**config.mk**
```make
export PLATFORM = sky130hd
export DESIGN_NAME = pipe_hazard_ctrl
export DESIGN_NICKNAME = d
export VERILOG_FILES = /design/src/rtl/pipe_hazard_ctrl.sv
export SDC_FILE = /design/constraint.sdc
export NUM_CORES = 1
export LEC_CHECK = 0
export ABC_AREA = 1
export CORE_ASPECT_RATIO = 0.7
export CORE_MARGIN = 3
export CORE_UTILIZATION = 53
export DETAILED_ROUTE_END_ITERATION = 10
export GPL_ROUTABILITY_DRIVEN = 0
export PLACE_DENSITY = 0.79
export SYNTH_ARGS = -nofsm -noshare
export SYNTH_HDL_FRONTEND = slang
export SYNTH_SLANG_ARGS = --single-unit
```
**constraint.sdc**
```tcl
create_clock -name clk -period 1.6 [get_ports clk]
set_input_delay 0.16 -clock clk [delete_from_list [all_inputs] [get_ports clk]]
set_output_delay 0.16 -clock clk [all_outputs]
set_load 0.05 [all_outputs]
```
**src/rtl/pipe_hazard_ctrl.sv**
```systemverilog
// ============================================================================
// Module   : pipe_hazard_ctrl
// Brief    : Hazard/forward/stall/flush/freeze control for a 5-stage pipeline.
// Revision : 1.0
// ============================================================================
`default_nettype none

module pipe_hazard_ctrl #(
    parameter int RWIDTH   = 5,
    parameter bit FWD_EN   = 1'b1,
    parameter int LOAD_LAT = 0
) (
    input  logic              clk,
    input  logic              reset,
    input  logic              d_valid_i,
    input  logic [RWIDTH-1:0] d_rs1_i,
    input  logic [RWIDTH-1:0] d_rs2_i,
    input  logic              d_rs1_used_i,
    input  logic              d_rs2_used_i,
    input  logic [RWIDTH-1:0] d_rd_i,
    input  logic              d_regwren_i,
    input  logic              d_memren_i,
    input  logic              e_brtaken_i,
    output logic              stall_fd_o,
    output logic              flush_fd_o,
    output logic              bubble_de_o,
    output logic              freeze_o,
    output logic [1:0]        fwd_rs1_sel_o,
    output logic [1:0]        fwd_rs2_sel_o
);

    localparam logic [1:0] c_sel_rf  = 2'b00;
    localparam logic [1:0] c_sel_m   = 2'b01;
    localparam logic [1:0] c_sel_w   = 2'b10;
    localparam logic [3:0] c_lat     = LOAD_LAT[3:0];

    typedef struct packed {
        logic              valid;
        logic [RWIDTH-1:0] rd;
        logic              wr;
        logic              ld;
    } stage_t;

    typedef struct packed {
        stage_t            s;
        logic [RWIDTH-1:0] rs1;
        logic [RWIDTH-1:0] rs2;
        logic              u1;
        logic              u2;
    } ex_t;

    // W only needs enough to identify a writeback producer.
    typedef struct packed {
        logic              valid;
        logic [RWIDTH-1:0] rd;
        logic              wr;
    } wb_t;

    ex_t        e_q, e_d;
    stage_t     m_q, m_d;
    wb_t        w_q, w_d;
    logic [3:0] cnt_q, cnt_d;

    logic       w_freeze;
    logic       w_br;
    logic       w_hazard;
    logic       w_d_u1;
    logic       w_d_u2;
    logic [1:0] w_sel1;
    logic [1:0] w_sel2;

    function automatic logic f_match(input logic v, input logic wr,
                                     input logic [RWIDTH-1:0] rd,
                                     input logic [RWIDTH-1:0] src,
                                     input logic used);
        return v && wr && (rd == src) && (src != '0) && used;
    endfunction

    assign w_freeze = (cnt_q != 4'd0) && m_q.valid && m_q.ld;
    assign w_br     = e_q.s.valid && e_brtaken_i;
    assign w_d_u1   = d_valid_i && d_rs1_used_i;
    assign w_d_u2   = d_valid_i && d_rs2_used_i;

    generate
        if (FWD_EN) begin : g_fwd
            // Only a load in E cannot be covered by forwarding.
            assign w_hazard = e_q.s.ld &&
                (f_match(e_q.s.valid, e_q.s.wr, e_q.s.rd, d_rs1_i, w_d_u1) ||
                 f_match(e_q.s.valid, e_q.s.wr, e_q.s.rd, d_rs2_i, w_d_u2));

            assign w_sel1 = f_match(m_q.valid, m_q.wr, m_q.rd, e_q.rs1, e_q.u1) ? c_sel_m :
                            f_match(w_q.valid, w_q.wr, w_q.rd, e_q.rs1, e_q.u1) ? c_sel_w :
                                                                                  c_sel_rf;
            assign w_sel2 = f_match(m_q.valid, m_q.wr, m_q.rd, e_q.rs2, e_q.u2) ? c_sel_m :
                            f_match(w_q.valid, w_q.wr, w_q.rd, e_q.rs2, e_q.u2) ? c_sel_w :
                                                                                  c_sel_rf;
        end else begin : g_ilk
            // No write-through regfile: wait until the producer has left W.
            assign w_hazard =
                f_match(e_q.s.valid, e_q.s.wr, e_q.s.rd, d_rs1_i, w_d_u1) ||
                f_match(e_q.s.valid, e_q.s.wr, e_q.s.rd, d_rs2_i, w_d_u2) ||
                f_match(m_q.valid,   m_q.wr,   m_q.rd,   d_rs1_i, w_d_u1) ||
                f_match(m_q.valid,   m_q.wr,   m_q.rd,   d_rs2_i, w_d_u2) ||
                f_match(w_q.valid,   w_q.wr,   w_q.rd,   d_rs1_i, w_d_u1) ||
                f_match(w_q.valid,   w_q.wr,   w_q.rd,   d_rs2_i, w_d_u2);

            assign w_sel1 = c_sel_rf;
            assign w_sel2 = c_sel_rf;
        end
    endgenerate

    assign freeze_o      = w_freeze;
    assign flush_fd_o    = !w_freeze && w_br;
    assign bubble_de_o   = !w_freeze && (w_br || w_hazard);
    assign stall_fd_o    = !w_freeze && !w_br && w_hazard;
    assign fwd_rs1_sel_o = w_sel1;
    assign fwd_rs2_sel_o = w_sel2;

    always_comb begin
        e_d   = e_q;
        m_d   = m_q;
        w_d   = w_q;
        cnt_d = cnt_q;
        if (w_freeze) begin
            w_d   = '0;
            cnt_d = cnt_q - 4'd1;
        end else begin
            w_d.valid   = m_q.valid;
            w_d.rd      = m_q.rd;
            w_d.wr      = m_q.wr;
            m_d         = e_q.s;
            e_d.s.valid = d_valid_i && !bubble_de_o;
            e_d.s.rd    = d_rd_i;
            e_d.s.wr    = d_regwren_i;
            e_d.s.ld    = d_memren_i;
            e_d.rs1     = d_rs1_i;
            e_d.rs2     = d_rs2_i;
            e_d.u1      = e_d.s.valid && d_rs1_used_i;
            e_d.u2      = e_d.s.valid && d_rs2_used_i;
            cnt_d       = (e_q.s.valid && e_q.s.ld && (c_lat != 4'd0)) ? c_lat : 4'd0;
        end
    end

    always_ff @(posedge clk) begin
        if (reset) begin
            e_q   <= '0;
            m_q   <= '0;
            w_q   <= '0;
            cnt_q <= 4'd0;
        end else begin
            e_q   <= e_d;
            m_q   <= m_d;
            w_q   <= w_d;
            cnt_q <= cnt_d;
        end
    end

endmodule

`default_nettype wire
```
Word-level counts from Yosys, hierarchy flattened. Cells that the tools add are included.

Register bits: 39. Output and inout bits: 8.

$add $sub $neg: 1. Equality and inequality tests: 6. Mux-type cells: 4. Bitwise logic cells: 1. Reductions and logical operators: 46.

Operators with widths (count): logical AND 1 bit (34); == test 5 bit (6); nonzero test 5 bit (4); 2-to-1 mux 2 bit (4); nonzero test 4 bit (1); OR reduction 2 bit (2); subtractor 4 x 1 -> 4 bit (second input constant) (1); zero test 1 bit (3); logical OR 1 bit (2); inverter 1 bit (1).

Longest topological paths before layout.
Depth after elaboration: 11. Gate-level depth with buffers: 10. Gate-level depth less buffers: 9.

Least setup slack after synthesis. OpenSTA, ideal clock, no wires.

Path kind: register -> output. Start point: reg cnt_q[0]. End point: out bubble_de_o. Data arrival time: 2041 ps. Slack: -601 ps. Stages on the path, launching flop included: 9. Buffers on the path: 0. Cell sequence: dfxtp_1 -> inv_1 -> ha_1 -> nand2_2 -> nor2_4 -> nor2_8 -> nor2_1 -> inv_2 -> nand2_1.

Word-level cells in the longest chain between the ends: 5.

RTL lines: start: declaration (RTL line 62) `logic [3:0] cnt_q, cnt_d;`; start signal: assignment (RTL line 154) `cnt_q <= cnt_d;`; nonzero test 4 bit (RTL line 79) `assign w_freeze = (cnt_q != 4'd0) && m_q.valid && m_q.ld;`; logical AND 1 bit (2 in a row) (RTL line 79); net freeze_o (RTL line 27) `output logic freeze_o,`; zero test 1 bit (RTL line 114) `assign bubble_de_o = !w_freeze && (w_br || w_hazard);`; logical AND 1 bit (RTL line 114); end: declaration (RTL line 26) `output logic bubble_de_o,`.

The timed path passes the listed nets, and every way through them passes these cells.

Final worst setup path.
Start point: reg e_q[17] (netlist bit). End point: out stall_fd_o.

Word-level cells in the longest chain between the ends: 7. Elaborated cells between the ends (all ways): 11.

RTL lines: start: declaration (RTL line 59) `ex_t e_q, e_d;`; start signal: assignment (RTL line 146) `e_q <= '0;`; start signal: assignment (RTL line 151) `e_q <= e_d;`; == test 5 bit (RTL line 76) `return v && wr && (rd == src) && (src != '0) && used;`; logical AND 1 bit (3 in a row) (RTL line 76); logical OR 1 bit * (RTL line 88) `(f_match(e_q.s.valid, e_q.s.wr, e_q.s.rd, d_rs1_i, w_d_u1) ||`; logical AND 1 bit * (RTL line 87) `assign w_hazard = e_q.s.ld &&`; logical AND 1 bit * (RTL line 115) `assign stall_fd_o = !w_freeze && !w_br && w_hazard;`; end: declaration (RTL line 24) `output logic stall_fd_o,`.

Every way passes the cells marked *; elsewhere a longest branch is shown, timed or not.

==> flow_summary.json <==
{
  "status": "finished, violations left",
  "violations": "negative setup slack",
  "final_common_cell": "nand2_1",
  "remaining_drc_errors": 0,
  "critPathRequiredTime_ps": 1440,
  "fin_cells": 362,
  "netlist_area_sq_mm": 0.001938,
  "hold_buffers": 0,
  "n_fill_cell": 129,
  "wl_um": 7498,
  "cts.htree.levels": 2,
  "num-nets-final": 338,
  "die_w_um": 78.28,
  "ys_ff_latch": 39,
  "final_cell_mix": "nand2_1 (50), inv_1 (26), buf_4 (26)",
  "fin_crit_ps": 1945,
  "setup_viol": 23,
  "highest_layer": "met4",
  "portBuffers": 30,
  "wl_per_cell_um": 20.71,
  "worst_path_max_delay_cell": "dfxtp_2",
  "skew_ps": 10.59,
  "p_leak_nw": 1.311,
  "rsz0062_at_grt": "yes",
  "grt_pass1_wl_um": 8914,
  "antenna_found_initial": 0,
  "fmax_mhz": 514.2,
  "drive_gt1_share_pct": 45.08,
  "final_cell_area_sq_mm": 0.002995,
  "num_rows": 17,
  "whs_ps": 270.6,
  "ys_seq_area_share_pct": 40.28,
  "fp.dieArea_sq_mm": 0.004430,
  "crit_path_max_incr_delay_ps": 340,
  "area.growth.synth_to_final_pct": 54.55,
  "max-slew-margin-rel_pct": 73.17,
  "power_density_mw_per_mm2": 722.9,
  "timing.final.crit_share_pct": 121.5,
  "drtIter0Drc": 300,
  "yosys_warnings": 0,
  "tightest_slew_ps": 401.2,
  "cts_tree": "yes",
  "crit_path_cell_trace": "inv_2 -> o21ai_0 -> nor2_1 -> nand3_1 -> nand2_2 -> nand2_4 -> a21oi_4 -> buf_12",
  "grt_max_degree": 24,
  "clk_pin_slew_ps": 90,
  "synth_cells": 250,
  "arrival_ps": 1780,
  "grt_pass1_vias": 1825,
  "vias_per_cell": 5.989,
  "final.setup.tns_ps": -1764,
  "drt-pass1-iter-count": 5,
  "vias": 2168,
  "routed-wl-met2_um": 3200,
  "cts_buffers": 5,
  "clock_latency_ps": 310,
  "die_h_um": 56.60,
  "hpwl_um": 3608,
  "start_kind": "register",
  "criticalPathCategory": "reg -> out",
  "fin_ws_ps": -344.8,
  "wl_met1_um": 2749,
  "hold_class": "in -> reg",
  "placed_area_sq_mm": 0.002510,
  "dp_slack_ps": -132.6,
  "cts.sinks": 39,
  "initial_core_util_pct": 58.41,
  "end_kind": "output port",
  "synth_nets": 274,
  "vdd_drop_max_uv": 684.1,
  "place_inst": 337,
  "synthDistinctLibCells": 27,
  "avgSynthCellArea_sq_um": 7.752,
  "pin_count": 31,
  "crit_path_max_fanout": 6,
  "cts_root_buffer": "clkbuf_8",
  "wl_met3_um": 970,
  "antenna_cells": 0,
  "drv_cap": 0,
  "core_sq_mm": 0.003318,
  "ant_nets": 0,
  "grt_use_total_pct": 26.46,
  "clk_path_buf_depth": 2,
  "overflow": 0,
  "hold_viol": 0,
  "slew_violations": 0
}
-- repair_timing --
item / CTS / global route
pin swaps: 13 / 15
endpoints found under the setup margin: 23 / 44
gates cloned: 0 / 2
buffers inserted: 8 / 7
gates resized for setup: 33 / 45
-- metrics by stage --
stage | power [mW] | util [%]
floorplan | 1.226 | -
global placement | 1.362 | 75.64
detailed placement | 1.368 | 75.64
CTS | 2.043 | 83.18
global route | 2.210 | 90.27
finish | 2.165 | 90.27
-- synthesized netlist by cell type --
library cell	number	area, sq um
nor2_8	2	40.04
or2_2	1	6.260
dfxtp_1	39	780.8
nor2_4	2	22.52
nand3_1	10	50.05
nand2_1	55	206.5
o21ai_2	6	52.55
inv_4	2	12.51
o21ai_1	8	40.04
o22ai_2	10	125.1
inv_1	30	112.6
inv_2	8	30.03
xor2_1	7	61.31
nor2_2	3	18.77
ha_1	1	12.51
nand2_2	2	12.51
a21oi_1	2	10.01
o21ai_0	1	5.000
xnor2_1	10	87.58
buf_2	3	15.01
nor3_1	6	30.03
a21oi_2	1	8.760
o2111ai_1	2	17.52
nor2_1	30	112.6
buf_6	2	22.52
nand4_1	6	37.54
a211oi_1	1	7.510
-- per-layer routing --
layer | GRT usage [%] | up-vias
met3 | 6.410 | 80
li1 | - | 918
met2 | 40.49 | 214
met4 | 8.978 | 0
met1 | 36.51 | 956
met5 | 0 | -
-- cell type report --
class	instances	area, sq um	area share (%)
Clock buffer	5	68.82	2.297
Clock inverter	3	20.02	0.6683
Inverter	40	167.7	5.597
Multi-Input combinational cell	166	1174	39.18
Sequential cell	39	819.5	27.36
Tap cell	47	58.81	1.963
Timing Repair Buffer	62	686.9	22.93
-- where the power goes --
| part | switching (mW) | internal [mW] | leakage (nW) |
|---|---|---|---|
| combinational | 0.211 | 0.187 | 0.942 |
| clock | 0.404 | 0.304 | 0.0402 |
| sequential | 0.0511 | 1.01 | 0.329 |
-- kinds of logic after synthesis --
logic type | synth area share, %
flops | 40.28
compound gates | 13.75
xor+xnor | 7.682
buf+inv | 9.942
simple gates | 27.70
fa+ha+maj | 0.6455
-- flip-flops by register name (all words and copies together), names as in the netlist --
name and flops:
w_q 7, e_q 20, cnt_q 4, m_q 8
-- path summary, 6_finish.rpt --
path         slack [ps]            startpoint              endpoint  cells after the start
min reg2reg         470   m_q[7]$_SDFFE_PP0N_     w_q[6]$_SDFF_PP0_                      2
min                 270             d_valid_i  e_q[19]$_SDFFE_PP0N_                      4
max                -340  e_q[17]$_SDFFE_PP0N_            stall_fd_o                      8
max reg2reg        -150  e_q[17]$_SDFFE_PP0N_   e_q[0]$_SDFFE_PP0N_                     10
-- critical path: cells and delay by family (launching register included) --
family	cells	cell delay, ps
compound gates	2	280
buf+inv	2	300
flops	1	340
simple gates	4	560
Power figures use the tool's default switching activity.
